==> src/rtl/button_pkg.sv <==
`default_nettype none
// ============================================================================
//  Module      : button_pkg
//  Description : Shared constants and the status-word packer for the
//                button event scheduler.
//  Revision    : 1.0 - initial release
// ============================================================================
package button_pkg;

    // CPU-visible byte addresses of the button block
    localparam logic [31:0] BUTTON_ADDR     = 32'd411700;
    localparam logic [31:0] BUTTON_EVT_ADDR = 32'd411704;

    // Field layout of the event/status word
    localparam int VALID_BIT = 31;
    localparam int OCC_LSB   = 24;
    localparam int OCC_W     = 5;
    localparam int OVF_BIT   = 8;
    localparam int KEY_LSB   = 0;
    localparam int KEY_W     = 8;

    // Pack the status fields into one bus word; unused bits stay zero
    function automatic logic [31:0] status_word(
        input logic             valid,
        input logic [OCC_W-1:0] occ,
        input logic             ovf,
        input logic [KEY_W-1:0] key
    );
        logic [31:0] word;
        word                    = '0;
        word[VALID_BIT]         = valid;
        word[OCC_LSB +: OCC_W]  = occ;
        word[OVF_BIT]           = ovf;
        word[KEY_LSB +: KEY_W]  = key;
        return word;
    endfunction

endpackage
`default_nettype wire

==> src/rtl/key_debounce.sv <==
`default_nettype none
// ============================================================================
//  Module      : key_debounce
//  Description : Single-key 2-FF synchronizer, tick-driven integrator and
//                press edge detector. Emits a 1-cycle pulse when the
//                debounced level goes from released to pressed.
//  Revision    : 1.0 - initial release
// ============================================================================
module key_debounce #(
    parameter int DBMSEC = 150
) (
    input  logic clk,
    input  logic nrst,
    input  logic tick,
    input  logic key_n,
    output logic press
);

    localparam int              CNT_W   = $clog2(DBMSEC + 1);
    localparam logic [CNT_W-1:0] CNT_TOP = CNT_W'(DBMSEC - 1);
    localparam logic [CNT_W-1:0] CNT_ONE = CNT_W'(1);

    logic             r_sync1;
    logic             r_sync2;
    logic             r_level;   // debounced level, 1 = released
    logic [CNT_W-1:0] r_cnt;
    logic             r_press;

    // Synchronize the raw key, integrate disagreement on ticks, flag presses
    always_ff @(posedge clk) begin
        if (!nrst) begin
            r_sync1 <= 1'b1;
            r_sync2 <= 1'b1;
            r_level <= 1'b1;
            r_cnt   <= '0;
            r_press <= 1'b0;
        end else begin
            r_sync1 <= key_n;
            r_sync2 <= r_sync1;
            r_press <= 1'b0;
            if (tick) begin
                if (r_sync2 == r_level) begin
                    r_cnt <= '0;
                end else if (r_cnt == CNT_TOP) begin
                    r_level <= ~r_level;
                    r_cnt   <= '0;
                    // Only the released -> pressed flip is an event
                    r_press <= r_level;
                end else begin
                    r_cnt <= r_cnt + CNT_ONE;
                end
            end
        end
    end

    assign press = r_press;

endmodule
`default_nettype wire

==> src/rtl/button_event_scheduler.sv <==
`default_nettype none
// ============================================================================
//  Module      : button_event_scheduler
//  Description : Debounces NKEYS active-low buttons on a shared 1 ms tick,
//                queues press events lowest-index-first into a FIFO and
//                exposes the FIFO head and status on a read-only bus word.
//  Revision    : 1.0 - initial release
// ============================================================================
module button_event_scheduler
    import button_pkg::*;
#(
    parameter int          CLKRATE   = 25000000,
    parameter int          DBMSEC    = 150,
    parameter int          NKEYS     = 4,
    parameter int          FIFODEPTH = 4,
    parameter logic [31:0] BUS_ADDR  = BUTTON_EVT_ADDR
) (
    input  logic             clk,
    input  logic             nrst,
    input  logic [NKEYS-1:0] keys,
    input  logic [31:0]      busaddr,
    output logic [31:0]      busdata
);

    // ------------------------------------------------------------------
    // Prescaler: one-cycle tick every CLKRATE/1000 clocks
    // ------------------------------------------------------------------
    localparam int               TICK_CYC = CLKRATE / 1000;
    localparam int               PRE_W    = (TICK_CYC > 1) ? $clog2(TICK_CYC) : 1;
    localparam logic [PRE_W-1:0] PRE_TOP  = PRE_W'(TICK_CYC - 1);
    localparam logic [PRE_W-1:0] PRE_ONE  = PRE_W'(1);

    logic [PRE_W-1:0] r_pre;
    logic             w_tick;

    assign w_tick = (r_pre == PRE_TOP);

    // Free-running tick prescaler
    always_ff @(posedge clk) begin
        if (!nrst) begin
            r_pre <= '0;
        end else if (w_tick) begin
            r_pre <= '0;
        end else begin
            r_pre <= r_pre + PRE_ONE;
        end
    end

    // ------------------------------------------------------------------
    // Per-key debouncers
    // ------------------------------------------------------------------
    logic [NKEYS-1:0] w_press;

    generate
        for (genvar gi = 0; gi < NKEYS; gi++) begin : g_keys
            key_debounce #(
                .DBMSEC (DBMSEC)
            ) u_debounce (
                .clk   (clk),
                .nrst  (nrst),
                .tick  (w_tick),
                .key_n (keys[gi]),
                .press (w_press[gi])
            );
        end
    endgenerate

    // ------------------------------------------------------------------
    // Scheduler: lowest pending key wins one slot per cycle
    // ------------------------------------------------------------------
    logic [NKEYS-1:0] r_pending;
    logic [NKEYS-1:0] w_grant_vec;
    logic [KEY_W-1:0] w_grant_idx;
    logic             w_grant_any;

    // Priority pick of the lowest pending key index
    always_comb begin
        w_grant_vec = '0;
        w_grant_idx = '0;
        w_grant_any = 1'b0;
        for (int k = NKEYS - 1; k >= 0; k--) begin
            if (r_pending[k]) begin
                w_grant_vec    = '0;
                w_grant_vec[k] = 1'b1;
                w_grant_idx    = KEY_W'(k);
                w_grant_any    = 1'b1;
            end
        end
    end

    // Granted key leaves the pending set whether pushed or dropped
    always_ff @(posedge clk) begin
        if (!nrst) begin
            r_pending <= '0;
        end else begin
            r_pending <= (r_pending & ~w_grant_vec) | w_press;
        end
    end

    // ------------------------------------------------------------------
    // Event FIFO
    // ------------------------------------------------------------------
    localparam int               PTR_W    = $clog2(FIFODEPTH);
    localparam int               CNT_W    = PTR_W + 1;
    localparam logic [PTR_W-1:0] PTR_ONE  = PTR_W'(1);
    localparam logic [CNT_W-1:0] CNT_ONE  = CNT_W'(1);
    localparam logic [CNT_W-1:0] CNT_FULL = CNT_W'(FIFODEPTH);

    logic [KEY_W-1:0] r_mem [FIFODEPTH];
    logic [PTR_W-1:0] r_wr;
    logic [PTR_W-1:0] r_rd;
    logic [CNT_W-1:0] r_count;
    logic             r_overflow;
    logic             r_prev_match;

    logic             w_match;
    logic             w_empty;
    logic             w_pop;
    logic             w_full_after;
    logic             w_push;
    logic             w_drop;
    logic [KEY_W-1:0] w_head;

    assign w_match      = (busaddr == BUS_ADDR);
    assign w_empty      = (r_count == '0);
    // Only the first cycle of an address match consumes an entry
    assign w_pop        = w_match & ~r_prev_match & ~w_empty;
    assign w_full_after = ((r_count - (w_pop ? CNT_ONE : '0)) == CNT_FULL);
    assign w_push       = w_grant_any & ~w_full_after;
    assign w_drop       = w_grant_any &  w_full_after;
    assign w_head       = w_empty ? '0 : r_mem[r_rd];

    // Storage array; contents beyond the occupancy are don't-care
    always_ff @(posedge clk) begin
        if (nrst && w_push) begin
            r_mem[r_wr] <= w_grant_idx;
        end
    end

    // Pointers, occupancy, sticky overflow and address-edge tracking
    always_ff @(posedge clk) begin
        if (!nrst) begin
            r_wr         <= '0;
            r_rd         <= '0;
            r_count      <= '0;
            r_overflow   <= 1'b0;
            r_prev_match <= 1'b0;
        end else begin
            r_prev_match <= w_match;
            if (w_push) begin
                r_wr <= r_wr + PTR_ONE;
            end
            if (w_pop) begin
                r_rd <= r_rd + PTR_ONE;
            end
            unique case ({w_push, w_pop})
                2'b10:   r_count <= r_count + CNT_ONE;
                2'b01:   r_count <= r_count - CNT_ONE;
                default: r_count <= r_count;
            endcase
            if (w_drop) begin
                r_overflow <= 1'b1;
            end else if (w_pop) begin
                r_overflow <= 1'b0;
            end
        end
    end

    // Bus word is live status at the event address, zero elsewhere
    always_comb begin
        busdata = '0;
        if (w_match) begin
            busdata = status_word(~w_empty, OCC_W'(r_count), r_overflow, w_head);
        end
    end

endmodule
`default_nettype wire
==> config.mk <==
export PLATFORM = sky130hd
export DESIGN_NAME = button_event_scheduler
export DESIGN_NICKNAME = d
export VERILOG_FILES = /design/src/rtl/button_pkg.sv /design/src/rtl/key_debounce.sv /design/src/rtl/button_event_scheduler.sv
export SDC_FILE = /design/constraint.sdc
export NUM_CORES = 1
export LEC_CHECK = 0
export CAP_MARGIN = 20
export CORE_ASPECT_RATIO = 0.5
export CORE_MARGIN = 2
export CORE_UTILIZATION = 50
export CTS_CLUSTER_SIZE = 16
export DETAILED_ROUTE_END_ITERATION = 10
export PLACE_DENSITY = 0.75
export SLEW_MARGIN = 20
export SYNTH_ARGS = -nofsm -noshare
export SYNTH_HDL_FRONTEND = slang
export SYNTH_SLANG_ARGS = --single-unit
==> constraint.sdc <==
create_clock -name clk -period 4.7 [get_ports clk]
set_input_delay 0.94 -clock clk [delete_from_list [all_inputs] [get_ports clk]]
set_output_delay 0.94 -clock clk [all_outputs]
set_load 0.02 [all_outputs]
Yosys cells after proc, flatten, opt, wreduce, memory -nomap -nowiden
Memories as Yosys holds them, arrays and structs flattened. A register that Yosys moved wholly into a read port is not among the register bits.
Cells that the tools add are included.
Widths: inputs -> output; s select.
{"block": "totals", "reg_bits": 76, "mem_bits_rw": 32, "out_inout_bits": 32, "memories": 1}
{"memory": "r_mem", "depth": 4, "word_bits": 8, "rd": 1, "rd_clocked_by_memory_dff": 1, "wr": 1, "line": "button_event_scheduler.sv:109", "rtl": "logic [KEY_W-1:0] r_mem [FIFODEPTH];"}
{"block": "classes", "add_sub_neg": 10, "eq_ne": 13, "mux": 30, "bitwise_logic": 24, "reduce_logical": 13}
{"operator": "$mux 8", "count": 12}
{"operator": "$add 8x1->8 const B", "count": 4}
{"operator": "$eq 32x19->1 const B", "count": 1}
{"operator": "$eq 8x8->1 const B", "count": 4}
{"operator": "$mux 32", "count": 1}
{"operator": "$not 1->1", "count": 17}
{"operator": "$mux 4", "count": 4}
{"operator": "$reduce_or 4->1", "count": 4}
{"operator": "$add 15x1->15 const B", "count": 1}
{"operator": "$eq 15x15->1 const B", "count": 1}
{"operator": "$reduce_and 3->1", "count": 4}
{"operator": "$mux 1", "count": 9}
{"operator": "$mux 2", "count": 3}
{"operator": "$pmux 3 s2", "count": 1}
{"operator": "$add 2x1->2 const B", "count": 2}
{"operator": "$and 1x1->1", "count": 4}
{"operator": "$and 4x4->4", "count": 1}
{"operator": "$eq 1x1->1", "count": 4}
{"operator": "$not 4->4", "count": 1}
{"operator": "$or 4x4->4", "count": 1}
{"operator": "$reduce_bool 2->1", "count": 2}
{"operator": "$add 3x1->3 const B", "count": 1}
{"operator": "$eq 3x3->1 const B", "count": 1}
{"operator": "$logic_not 3->1", "count": 1}
{"operator": "other kinds (6)", "count": 6}

Longest topological paths before layout
Gate-level depths: netlist (run 1).
{"block": "depth", "depth_word": 11, "mapped_depth": 13, "ltp_nobuf": 13}

Modules after synthesis
From an unflattened synthesis (run 1), not the netlist that was laid out.
{"block": "hier_totals", "cells_unflattened": 458, "hier_area_um2": 4468.0}
{"module": "key_debounce", "n_inst": 4, "cells_each": 62, "area_per_inst_um2": 593.1}
{"module": "button_event_scheduler", "n_inst": 1, "cells_each": 210, "area_per_inst_um2": 2095.8}

Worst setup path after synthesis (run 1)
OpenSTA, ideal clock, no wires.
{"block": "synth_path", "path_type": "input port to flip-flop", "from": "in busaddr[26]", "to": "reg r_count[2]", "setup_ns": 0.071, "arrival_time_ns": 3.700, "required_ns": 4.629, "slack_ns": 0.930, "path_stages": 13, "path_buffers": 0, "cell_sequence": "nor4_1 -> nand4_2 -> nor4_4 -> ha_1 -> xor2_1 -> a32oi_1 -> inv_1 -> ha_1 -> inv_1 -> fa_1 -> xor2_1 -> or3_1 -> a21oi_1"}
{"block": "synth_via", "elab_chain_len": 10, "elab_cells_between_ends": 12, "classes_between": "add/sub: 1; eq/ne: 4; mux: 2; bitwise: 4; reduce/logical: 1"}
{"element": "start: declaration", "line": "button_event_scheduler.sv:21", "rtl": "input logic [31:0] busaddr,"}
{"element": "$eq 32x19->1 (*)", "line": "button_event_scheduler.sv:124", "rtl": "assign w_match = (busaddr == BUS_ADDR);"}
{"element": "$and 1x1->1 (*) (2 in series)", "line": "button_event_scheduler.sv:127", "rtl": "assign w_pop = w_match & ~r_prev_match & ~w_empty;"}
{"element": "net w_pop", "line": "button_event_scheduler.sv:118", "rtl": "logic w_pop;"}
{"element": "$mux 1", "line": "button_event_scheduler.sv:128", "rtl": "assign w_full_after = ((r_count - (w_pop ? CNT_ONE : '0)) == CNT_FULL);"}
{"element": "$sub 3x1->3", "line": "button_event_scheduler.sv:128"}
{"element": "$eq 3x3->1", "line": "button_event_scheduler.sv:128"}
{"element": "$not 1->1", "line": "button_event_scheduler.sv:129", "rtl": "assign w_push = w_grant_any & ~w_full_after;"}
{"element": "$and 1x1->1", "line": "button_event_scheduler.sv:129"}
{"element": "$eq 2x1->1 or $eq 2x2->1 (tied branches)", "line": "button_event_scheduler.sv:156", "rtl": "unique case ({w_push, w_pop})"}
{"element": "$pmux 3 s2 or $reduce_bool 2->1 (tied branches)"}
{"element": "end signal: assignment", "line": "button_event_scheduler.sv:157", "rtl": "2'b10: r_count <= r_count + CNT_ONE;"}
{"element": "end signal: assignment", "line": "button_event_scheduler.sv:158", "rtl": "2'b01: r_count <= r_count - CNT_ONE;"}
{"element": "end signal: assignment", "line": "button_event_scheduler.sv:159", "rtl": "default: r_count <= r_count;"}
{"element": "end: declaration", "line": "button_event_scheduler.sv:112", "rtl": "logic [CNT_W-1:0] r_count;"}
The timed path passes the listed nets; every way through them passes the cells marked *.
A chain may end at the register's enable or synchronous reset.

Worst setup path after layout (run 1)
{"block": "layout_path", "from": "in busaddr[12]", "to": "out busdata[0]"}
{"block": "layout_via", "elab_chain_len": 2}
{"element": "$eq 32x19->1", "line": "button_event_scheduler.sv:124"}
{"element": "$mux 32", "line": "button_event_scheduler.sv:172", "rtl": "if (w_match) begin"}
{"element": "end: declaration", "line": "button_event_scheduler.sv:22", "rtl": "output logic [31:0] busdata"}
No other way between the ends.

==> results of run 1 <==
[registers in the layout, summed over array words and instances, names as in the netlist, named ones only]
register,count
g_keys.u_debounce.r_cnt,32
r_pre,15
r_mem,8
g_keys.u_debounce.press,4
g_keys.u_debounce.r_level,4
g_keys.u_debounce.r_sync1,4
g_keys.u_debounce.r_sync2,4
r_pending,4
r_count,3
r_rd,2
r_wr,2
r_overflow,1
r_prev_match,1
[path summary, 6_finish.rpt]
kind / start / cells after the start / to
worst min register to register: g_keys[0].u_debounce.r_sync1 / 1 / g_keys[0].u_debounce.r_sync2
worst min-delay path: g_keys[0].u_debounce.r_sync1 / 1 / g_keys[0].u_debounce.r_sync2
worst max-delay path: busaddr[12] / 7 / busdata[0]
worst max register to register: r_count[0] / 12 / r_count[2]
[layer usage]
metal / GRT usage / wire, µm / vias up
met5: 0 / 0 / -
met2: 0.333 / 4140 / 82
met3: 0.0645 / 636 / 9
met1: 0.204 / 3770 / 1646
met4: 0.0550 / 65 / 0
li1: - / - / 1759
[logic make-up after synthesis]
| group | Yosys count |
|---|---|
| flip-flops | 86 |
| buffers and inverters | 64 |
| XOR/XNOR | 18 |
| AO/OA/AOI/OAI | 83 |
| AND/OR/NAND/NOR | 203 |
| other | 1 |
| adder cells (fa/ha/maj) | 16 |
| multiplexers | 7 |
[cell usage after synthesis (3+ instances only)]
library cell,n
a21oi_1,33
a22o_1,10
a41oi_4,3
and2_1,13
and3_1,5
and4_1,4
and4bb_2,6
buf_2,5
buf_4,26
clkbuf_1,5
dfxtp_1,78
edfxtp_1,8
ha_1,15
inv_1,24
mux2i_1,5
nand2_1,42
nand2b_1,18
nand3_1,21
nand3b_1,6
nand4_1,10
nor2_1,30
nor3_1,8
nor4_1,5
nor4b_2,6
o21ai_0,8
o22ai_1,9
o311ai_1,4
o32ai_1,11
or2_2,5
or3_1,12
xnor2_1,9
xor2_1,9
[report_power, final]
| group | switching (mW) | internal [mW] |
|---|---|---|
| registers | 0.00441 | 0.744 |
| logic | 0.0456 | 0.0396 |
| clock network | 0.299 | 0.413 |
[final cells by class]
class	count	area, µm²
multi-input cells	352	2390
clock inverters	7	72.6
inverters	24	90.1
clock buffers	9	225
fillers	754	3480
well taps	117	146
flip-flops and latches	86	1800
repair buffers	49	473
==> results.sh, run 1 <==
export IMPL_synth_area_mm2=0.00446
export IMPL_yosys_cell_types_count=51
export IMPL_insertion_delay_ns=0.34
export IMPL_layout_commonest_cell="dfxtp_1"
export IMPL_cp_start_kind="input port"
export IMPL_hold_path_class="reg -> reg"
export IMPL_setup_tns_ns=0
export IMPL_h_tree_depth=3
export IMPL_ys_seq_area_frac=0.404
export IMPL_io_pins=70
export IMPL_fin_util=0.599
export IMPL_ys_warn_count=0
export IMPL_critPathRequiredTime_ns=3.76
export IMPL_root_buffer="clkbuf_16"
export IMPL_place_congestion=0.785
export IMPL_place_area_mm2=0.00490
export IMPL_timing_hold_ws_ns=0.411
export IMPL_grt_max_degree=55
export IMPL_synthAdderAreaFrac=0.0466
export IMPL_async_reset_ff_frac=0
export IMPL_drc_errors=0
export IMPL_cts_hold_buf=0
export IMPL_cts_made_buffers=9
export IMPL_worst_path_buf_inv=3
export IMPL_cpPeakStageDelay_ns=0.60
export IMPL_n_antenna_cell=0
export IMPL_synth_area_leader_cell="dfxtp_1"
export IMPL_period_share=0.878
export IMPL_powerDensity_mw_per_mm2=297
export IMPL_cp_common_cell="clkdlybuf4s50_1"
export IMPL_wl_per_cell_um=13.4
export IMPL_dp_hpwl_um=5920
export IMPL_syn2layout_area_growth_pct=16.6
export IMPL_initial_core_util=0.514
export IMPL_synth_compound_area_frac=0.137
export IMPL_dieArea_mm2=0.00973
export IMPL_path_cells="clkdlybuf4s50_1, nor4b_1, nand4_1, buf_4, nor3_1, and2_1, clkdlybuf4s50_1"
export IMPL_hold_viol_final=0
export IMPL_wl_um=8610
export IMPL_netlist_instances=478
export IMPL_clock_sinks=86
export IMPL_synth_simple_area_share=0.274
export IMPL_maxSlewHeadroom=0.578
export IMPL_nets=576
export IMPL_clk_pin_slew_ns=0.06
export IMPL_overflow=0
export IMPL_antenna_found_initial=0
export IMPL_max_freq_mhz=242
export IMPL_cts_buffer_depth=2
export IMPL_synth_area_leaders="dfxtp_1 35%, edfxtp_1 5.4%, buf_4 4.4%, ha_1 4.2%, a21oi_1 3.7%"
export IMPL_critPathCaptureType="output pin"
export IMPL_synthMuxAreaShare=0.0213
export IMPL_setup_ws_ns=0.575
export IMPL_dr_first_iter_drc_count=184
export IMPL_min_period_ns=4.13
export IMPL_die_h_um=70.8
export IMPL_tightest_slew_ns=0.632
export IMPL_grt_pass1_vias=3323
export IMPL_worstSetupPathType="in -> out"
export IMPL_timing_reg2reg_setup_slack_ns=1.87
export IMPL_fin_skew_ns=0.00394
export IMPL_post_place_ws_ns=0.414
export IMPL_ys_ff_latch=86
export IMPL_cts_tree="yes"
export IMPL_vias=3496
export IMPL_path_max_fanout=6
export IMPL_status="completed"
export IMPL_dr_pass1_iters=4
export IMPL_final_cell_mix="78 x dfxtp_1, 43 x clkdlybuf4s50_1, 42 x nand2_1, 33 x a21oi_1, 30 x nor2_1"
export IMPL_final_layout_size_suffix_gt1_frac=0.0968
export IMPL_portBuffers=44
export IMPL_grt_setup_unrepaired="no"
export IMPL_p_leak_nw=1.85
export IMPL_dp_cells=628
export IMPL_synth_top_area_share=0.350
export IMPL_layout_cells_non_filler=644
export IMPL_power_mw=1.55
export IMPL_die_w_um=138
export IMPL_post_cts_resized=0
export IMPL_core_area_mm2=0.00868
export IMPL_setup_viol=0
export IMPL_critical_path_arrival_ns=3.19
export IMPL_grtUsageTotal=0.184
export IMPL_ys_flop_type="dfxtp_1"
export IMPL_ir_worst_vdd_v=0.000186
export IMPL_row_count=24
export IMPL_fin_area_mm2=0.00520
export IMPL_synth_edf_count=8
export IMPL_grt_pass1_wl_um=14300
export IMPL_synth_xor_area_frac=0.0354
export IMPL_drv_cap=0
export IMPL_vias_per_cell=5.43
export IMPL_cts_setup_buffers=0
export IMPL_syn_avg_cell_area_um2=9.33
export IMPL_slew_viol_final=0
export IMPL_antenna_left=0
export IMPL_synth_top_family_by_area="simple AND/OR/NAND/NOR gates"
export IMPL_crit_family="buffers and inverters"
export IMPL_crit_path_top_delay_cell="clkdlybuf4s50_1"
(Power assumes the default switching activity.)
==> run 2, diff against run 1 <==
--- a/config.mk
+++ b/config.mk
@@ -7,7 +7,6 @@
 export LEC_CHECK = 0
 export CAP_MARGIN = 20
 export CORE_ASPECT_RATIO = 0.5
-export CORE_MARGIN = 2
 export CORE_UTILIZATION = 50
 export CTS_CLUSTER_SIZE = 16
 export DETAILED_ROUTE_END_ITERATION = 10
==> run 2 against run 1 <==
Effect of this change: fmax rose by 0.14%; flip-flop and latch count did not move; combinational power is 0.7% lower; first-iteration DRC count increased by 11%; register-to-register slack lost 0.06 ns; non-clock buffer count shrank 2; die area decreased by 4.2%; routed wire length is 0.31% lower; clock skew up 0.0011 ns; critical path type unchanged; critical endpoint unchanged.
==> results.sh, run 2 (synthesis results as in run 1) <==
export IMPL_place_area_mm2=0.00488
export IMPL_p_clk_frac=0.479
export IMPL_io_pins=70
export IMPL_slew_viol_final=0
export IMPL_worstReg2RegStart="r_count[0]"
export IMPL_portBuffers=44
export IMPL_dp_cells=621
export IMPL_drv_cap=0
export IMPL_hold_path_class="reg -> reg"
export IMPL_tightest_slew_ns=0.967
export IMPL_hold_viol_final=0
export IMPL_vias_per_cell=5.49
export IMPL_layout_cells_non_filler=637
export IMPL_worstSetupPathType="in -> out"
export IMPL_p_leak_nw=1.85
export IMPL_post_place_ws_ns=0.396
export IMPL_vias=3500
export IMPL_comb_power_share=0.053
export IMPL_insertion_delay_ns=0.34
export IMPL_row_count=23
export IMPL_grt_pass1_vias=3082
export IMPL_dr_first_iter_drc_count=204
export IMPL_wl_per_cell_um=13.5
export IMPL_final_layout_size_suffix_gt1_frac=0.0914
export IMPL_holdPathEnd="g_keys[0].u_debounce.r_sync2"
export IMPL_max_freq_mhz=243
export IMPL_initial_core_util=0.536
export IMPL_n_antenna_cell=0
export IMPL_timing_hold_ws_ns=0.408
export IMPL_grtUsageTotal=0.197
export IMPL_fin_util=0.625
export IMPL_holdCritStartpoint="g_keys[0].u_debounce.r_sync1"
export IMPL_nets=574
export IMPL_syn2layout_area_growth_pct=16.7
export IMPL_die_h_um=68.8
export IMPL_grt_max_degree=55
export IMPL_antenna_left=0
export IMPL_layout_commonest_cell="dfxtp_1"
export IMPL_ir_worst_vdd_v=0.000184
export IMPL_dr_pass1_iters=4
export IMPL_dp_hpwl_um=5780
export IMPL_largest_reg_flops=32
export IMPL_drc_errors=0
export IMPL_critPathCaptureType="output pin"
export IMPL_cts_hold_buf=0
export IMPL_switching_power_uw=345
export IMPL_overflow=0
export IMPL_setup_viol=0
export IMPL_fin_area_mm2=0.00520
export IMPL_setup_ws_ns=0.581
export IMPL_cts_tree="yes"
export IMPL_antenna_found_initial=0
export IMPL_min_period_ns=4.12
export IMPL_top_register="g_keys.u_debounce.r_cnt"
export IMPL_cts_made_buffers=9
export IMPL_post_cts_resized=0
export IMPL_fin_skew_ns=0.00500
export IMPL_worstRegToRegCells=12
export IMPL_cp_start_kind="input port"
export IMPL_final_cell_mix="78 x dfxtp_1, 43 x clkdlybuf4s50_1, 42 x nand2_1, 33 x a21oi_1, 30 x nor2_1"
export IMPL_p_seq_frac=0.468
export IMPL_status="completed"
export IMPL_reg2reg_to="r_count[2]"
export IMPL_internal_power_mw=1.25
export IMPL_clk_pin_slew_ns=0.06
export IMPL_path_max_fanout=7
export IMPL_wl_um=8580
export IMPL_root_buffer="clkbuf_16"
export IMPL_critical_path_arrival_ns=3.18
export IMPL_period_share=0.876
export IMPL_die_w_um=136
export IMPL_maxSlewHeadroom=0.355
export IMPL_whs_path_depth=1
export IMPL_power_mw=1.60
export IMPL_clock_sinks=86
export IMPL_dieArea_mm2=0.00932
export IMPL_critPathRequiredTime_ns=3.76
export IMPL_timing_reg2reg_setup_slack_ns=1.81
export IMPL_core_area_mm2=0.00832
export IMPL_reg_top3="g_keys.u_debounce.r_cnt (32), r_pre (15), r_mem (8)"
export IMPL_h_tree_depth=3
export IMPL_grt_setup_unrepaired="no"
export IMPL_powerDensity_mw_per_mm2=307
export IMPL_p_sw_frac=0.216
export IMPL_grt_pass1_wl_um=14100
export IMPL_cts_buffer_depth=2
export IMPL_place_congestion=0.787
export IMPL_setup_tns_ns=0
export IMPL_cts_setup_buffers=0
[run 2: layer usage]
layer  vias to the layer above  wire length (µm)  track usage
met5                         -                 0            0
met4                         0                82       0.0618
met3                        12               652       0.0738
met2                       101              4070        0.354
met1                      1634              3780        0.221
li1                       1753                 -            -
[run 2: worst max-delay path, stage by stage]
cell and delay [ns]:
clkdlybuf4s50_1 0.41, nor4b_1 0.31, nand4_1 0.33, nor3_1 0.41, and2_1 0.18, clkdlybuf4s50_1 0.60
[run 2: cell type report]
| type | instances | area, µm² |
|---|---|---|
| Clock buffer | 10 | 229 |
| Timing Repair Buffer | 47 | 458 |
| Fill cell | 713 | 3120 |
| Inverter | 24 | 90.1 |
| Sequential cell | 86 | 1800 |
| Multi-Input combinational cell | 352 | 2390 |
| Clock inverter | 6 | 95.1 |
| Tap cell | 112 | 140 |
[run 2: power by group through the flow]
stage / clock network (mW) / logic, mW / registers, mW
2_1_floorplan: 0 / 0.0641 / 0.763
3_3_place_gp: 0 / 0.0835 / 0.764
3_5_place_dp: 0 / 0.0846 / 0.764
4_1_cts: 0.785 / 0.0852 / 0.748
5_1_grt: 0.812 / 0.0931 / 0.748
6_report: 0.765 / 0.0846 / 0.748
[run 2: worst max-delay path by stage]
| stage | startpoint | end | slack [ns] | cells past startpoint |
|---|---|---|---|---|
| global placement | busaddr[1] | r_count[2] | 0.51 | 14 |
| CTS | busaddr[9] | busdata[0] | 0.53 | 6 |
| floorplan | busaddr[26] | r_count[2] | 0.93 | 13 |
| detailed placement | busaddr[9] | r_count[2] | 0.40 | 14 |
| global route | busaddr[1] | busdata[0] | 0.39 | 6 |
| finish | busaddr[9] | busdata[0] | 0.58 | 6 |
